`config.mk`:
```
export PLATFORM = sky130hd
export DESIGN_NAME = stream_serializer
export DESIGN_NICKNAME = d
export VERILOG_FILES = /design/src/rtl/stream_serializer.sv
export SDC_FILE = /design/constraint.sdc
export NUM_CORES = 1
export LEC_CHECK = 0
export CORE_ASPECT_RATIO = 0.9
export CORE_MARGIN = 2
export CORE_UTILIZATION = 41
export CTS_CLUSTER_SIZE = 25
export DETAILED_ROUTE_END_ITERATION = 7
export MAX_ROUTING_LAYER = met4
export PLACE_DENSITY_LB_ADDON = 0.3
export SYNTH_ARGS = -nofsm -noshare
export SYNTH_HDL_FRONTEND = slang
export SYNTH_SLANG_ARGS = --single-unit
```
`constraint.sdc`:
```
create_clock -name clk_i -period 1.61 [get_ports clk_i]
set_input_delay 0.161 -clock clk_i [delete_from_list [all_inputs] [get_ports clk_i]]
set_output_delay 0.161 -clock clk_i [all_outputs]
set_load 0.02 [all_outputs]
```
`src/rtl/stream_serializer.sv`:
```
// ---------------------------------------------------------------------------
// stream_serializer
//
// Width-down converter on a valid/ready stream. One wide word of
// NUM_BEATS*BEAT_W bits is captured and replayed as NUM_BEATS narrow beats.
// Only one word is held at a time. The data path is therefore registered
// from input to output. A new word may be accepted in the same cycle as the
// last beat of the current word leaves, so the stream has no bubble.
//
// Parameters:
//   BEAT_W    - width of one output beat (>= 1)
//   NUM_BEATS - beats per input word (>= 1; 1 gives a one-entry register)
//   MSB_FIRST - 0: least-significant slice first, 1: most-significant first
//
// Ports:
//   clk_i    in   clock
//   rst_ni   in   asynchronous active-low reset
//   clr_i    in   synchronous clear; drops any held word
//   valid_i  in   input word valid
//   ready_o  out  block can accept an input word
//   data_i   in   input word, NUM_BEATS*BEAT_W bits
//   valid_o  out  output beat valid
//   ready_i  in   downstream accepts the beat
//   data_o   out  current output beat, BEAT_W bits
//   last_o   out  current beat is the final beat of its word
// ---------------------------------------------------------------------------
module stream_serializer #(
    parameter int   BEAT_W    = 8,
    parameter int   NUM_BEATS = 4,
    parameter logic MSB_FIRST = 1'b0
) (
    input  logic                        clk_i,
    input  logic                        rst_ni,
    input  logic                        clr_i,
    input  logic                        valid_i,
    output logic                        ready_o,
    input  logic [NUM_BEATS*BEAT_W-1:0] data_i,
    output logic                        valid_o,
    input  logic                        ready_i,
    output logic [BEAT_W-1:0]           data_o,
    output logic                        last_o
);

    localparam int WORD_W = NUM_BEATS * BEAT_W;
    localparam int CNT_W  = (NUM_BEATS > 1) ? $clog2(NUM_BEATS) : 1;
    localparam logic [CNT_W-1:0] LAST_CNT = CNT_W'(NUM_BEATS - 1);

    logic [WORD_W-1:0] word_p0;
    logic [CNT_W-1:0]  cnt_p0;
    logic              vld_p0;

    logic last_beat;
    logic in_hs;
    logic out_hs;

    // Select the beat addressed by the counter, honouring beat order.
    function automatic logic [BEAT_W-1:0] beat_slice(
        input logic [WORD_W-1:0] w,
        input logic [CNT_W-1:0]  c
    );
        int                idx;
        logic [WORD_W-1:0] sh;
        idx = MSB_FIRST ? (NUM_BEATS - 1 - int'(c)) : int'(c);
        sh  = w >> (idx * BEAT_W);
        return sh[BEAT_W-1:0];
    endfunction

    assign last_beat = vld_p0 && (cnt_p0 == LAST_CNT);

    // Ready also opens while the final beat is leaving, so a new word can be
    // taken in the same cycle. This keeps a combinational ready_i -> ready_o
    // path on purpose.
    assign ready_o = !vld_p0 || (last_beat && ready_i);
    assign in_hs   = valid_i && ready_o;
    assign out_hs  = vld_p0 && ready_i;

    // ---- stage p0: held word, beat counter and valid flag ----
    always_ff @(posedge clk_i or negedge rst_ni) begin
        if (!rst_ni) begin
            word_p0 <= '0;
            cnt_p0  <= '0;
            vld_p0  <= 1'b0;
        end else if (clr_i) begin
            // Clear beats any handshake in the same cycle. The word contents
            // are left alone because they are ignored while vld_p0 is low.
            cnt_p0 <= '0;
            vld_p0 <= 1'b0;
        end else if (in_hs) begin
            // Either the block was empty, or the last beat is leaving now.
            word_p0 <= data_i;
            cnt_p0  <= '0;
            vld_p0  <= 1'b1;
        end else if (out_hs) begin
            if (last_beat) begin
                cnt_p0 <= '0;
                vld_p0 <= 1'b0;
            end else begin
                cnt_p0 <= cnt_p0 + CNT_W'(1);
            end
        end
    end

    // ---- output: beats come straight from the held word ----
    assign valid_o = vld_p0;
    assign last_o  = last_beat;
    assign data_o  = beat_slice(word_p0, cnt_p0);

endmodule

```
==> results.toml <==
[status]
status = "complete, but fails checks"
violations = "setup timing"

[clock_network]
cts_buffers = 5
cts_num_sinks = 35
clk_pin_slew_ns = 0.08
cts_tree = "done"
root_buffer = "clkbuf_8"
clk_latency_ns = 0.30
clk_path_buf_depth = 2
h-tree-depth = 2

[detailed_routing]
dr.pass1.iters = 4
drtIter0Drc = 28
avgViaCountPerCell = 5.02
totalWireLength_um = 3400
ant_nets = 0
post-route-drc-count = 0
wl_per_cell_um = 16.2
vias = 1054

[logic_synthesis]
synth_top_area_cell = "dfrtp_1"
ys_ff_latch = 35
ys_warn_count = 0
synth_nets = 133
syn_area_per_cell_um2 = 16.5
synth_cell_type_count = 18
ys_seq_area_share_pct = 55.8
post-synth-top-area-fraction_pct = 55.8
synthesis.instances = 95
syn_area_mm2 = 0.00157
synthTopCellsByArea = "dfrtp_1, mux2_2, mux4_2"

[sta]
hold_violations = 0
fin_crit_ns = 1.75
period_share_pct = 109
tightest_slew_ns = 0.763
skew_ns = 0.0103
rsz0062_at_grt = "yes"
setup_slack_ns = -0.138
relSlewSlack_pct = 49.2
fmax_mhz = 572
setup_viol = 41
finalMaxSlewViolations = 0
finalHoldWorstSlack_ns = 0.468

[pwr]
leakage_nw = 0.997
p_per_area_mw_per_mm2 = 1110
vdd_drop_max_v = 0.000649

[floorplan]
coreArea_mm2 = 0.00370
start_util_pct = 42.4
dieArea_mm2 = 0.00434
num_rows = 21
die_w_um = 69.2
die_y_um = 62.7
io_pins = 48

[job]
maxCapViolCount = 0

[layout]
antenna_cells = 0
area_growth_pct = 53.7
fin_nets = 201
layout.cells.most_common_list = "clkdlybuf4s50_1, dfrtp_1, mux2_2"
nFillCells = 270
fin_area_mm2 = 0.00241
final_common_cell = "clkdlybuf4s50_1"
drive_gt1_share_pct = 50.0

[worst_setup_path]
ff2ff_path_depth = 7
critPathMaxStageDelay_ns = 0.41
cp.required_ns = 1.79
critPathCaptureType = "flop"
arrival_ns = 1.93
crit_path_start_kind = "flop"
criticalPathCategory = "flop to flop"
crit_chain = "buf_4 > ha_4 > a21boi_4 > nor3b_4 > buf_6 > clkbuf_16 > mux2_2"
critPathMaxFanout = 8
worst_path_max_delay_cell = "dfrtp_2"

[placed_design]
gp_congestion = 0.743
placed_area_mm2 = 0.00216
dp_slack_ns = -0.191
port_buffers = 47
dp_hpwl_um = 2250

[global_routing]
grt_pass1_vias = 1156
grt_antenna_before_repair = 0
grt_overflow = 0
use_met2_pct = 26.8
grt_busiest_layer = "met2"
grt_pass1_wl_um = 5560
use_met1_pct = 21.2
grt_max_degree = 36
grtUsageTotal_pct = 17.8
grt_use_met3_pct = 7.90

[min_path]
hold_class = "input pin to async pin"
## flip-flops by register name, indices dropped and copies added, names as in the netlist
name,count
cnt_p0,2
word_p0,32
valid_o,1
## timing repair
action                                 4_1_cts  5_1_grt
endpoints found under the hold margin       35        0
cloned                                       1        1
buffers inserted                             6        1
resized for setup                           57       10
pin swaps                                    2        1
hold buffers                                 1        0
setup endpoints to repair                   42       43
## kinds of logic after synthesis
group	after synthesis	share of synthesized area, %
adders and majority gates	1	0.797
muxes	40	34.4
DFF	35	55.8
buffers and inverters	6	2.95
and+or+nand+nor	10	3.99
AOI/OAI and AO/OA	3	2.07
## critical path: cells and delay by family, from the launching register on
kind | cells | cell delay (ns)
AO/OA/AOI/OAI | 1 | 0.07
buffers and inverters | 3 | 0.44
multiplexers | 1 | 0.33
AND/OR/NAND/NOR | 1 | 0.22
flip-flops | 1 | 0.41
adder cells (fa/ha/maj) | 1 | 0.15
## synthesized netlist by cell type (all sizes together)
cell type / n
dfrtp: 35
mux2: 32
mux4: 8
buf: 5
nand2: 2
nand3: 2
nor2: 2
a21boi: 1
a21oi: 1
a221oi: 1
and2: 1
ha: 1
inv: 1
nand2b: 1
nor3b: 1
or3: 1
## routing by layer
| metal | wire, um | share of wire, % |
|---|---|---|
| met1 | 1480 | 44 |
| met2 | 1640 | 48 |
| met3 | 221 | 6.5 |
| met4 | 56 | 1.6 |
| met5 | 0 | 0 |
## final timing paths
kind / from / endpoint / slack (ns)
min in group clk_i: data_i[25] / word_p0[25] / 0.47
setup / recovery: cnt_p0[0] / word_p0[20] / -0.14
hold reg to reg: word_p0[18] / word_p0[18] / 0.50
setup reg to reg: cnt_p0[0] / word_p0[20] / -0.14
max in group asynchronous: rst_ni / cnt_p0[0] / 0.62
hold / removal: rst_ni / word_p0[1] / 0.47
## layout make-up
class / instances / area (um2) / share of cell area [%]
repair buffers: 66 / 672 / 27.8
inverters: 1 / 3.75 / 0.156
clock inverters: 3 / 67.6 / 2.80
clock buffers: 5 / 68.8 / 2.85
multi-input cells: 54 / 667 / 27.6
well taps: 46 / 57.6 / 2.38
flip-flops and latches: 35 / 877 / 36.3
## report_power, final
part | leakage, nW | internal [mW] | total [mW] | switching [mW]
registers | 0.415 | 1.04 | 1.12 | 0.0796
clock network | 0.0644 | 0.618 | 0.957 | 0.339
logic | 0.518 | 0.398 | 0.611 | 0.214
## stage by stage
step	power, mW	TNS [ns]	instances	util (%)
global placement	1.68	-4.32	194	58.3
CTS	2.69	-4.43	210	64.6
floorplan	1.43	0	95	-
finish	2.68	-3.96	210	65.1
detailed placement	1.70	-5.70	194	58.3
global route	2.81	-6.23	210	65.1
Note: power is estimated with default switching activity, not from simulation.
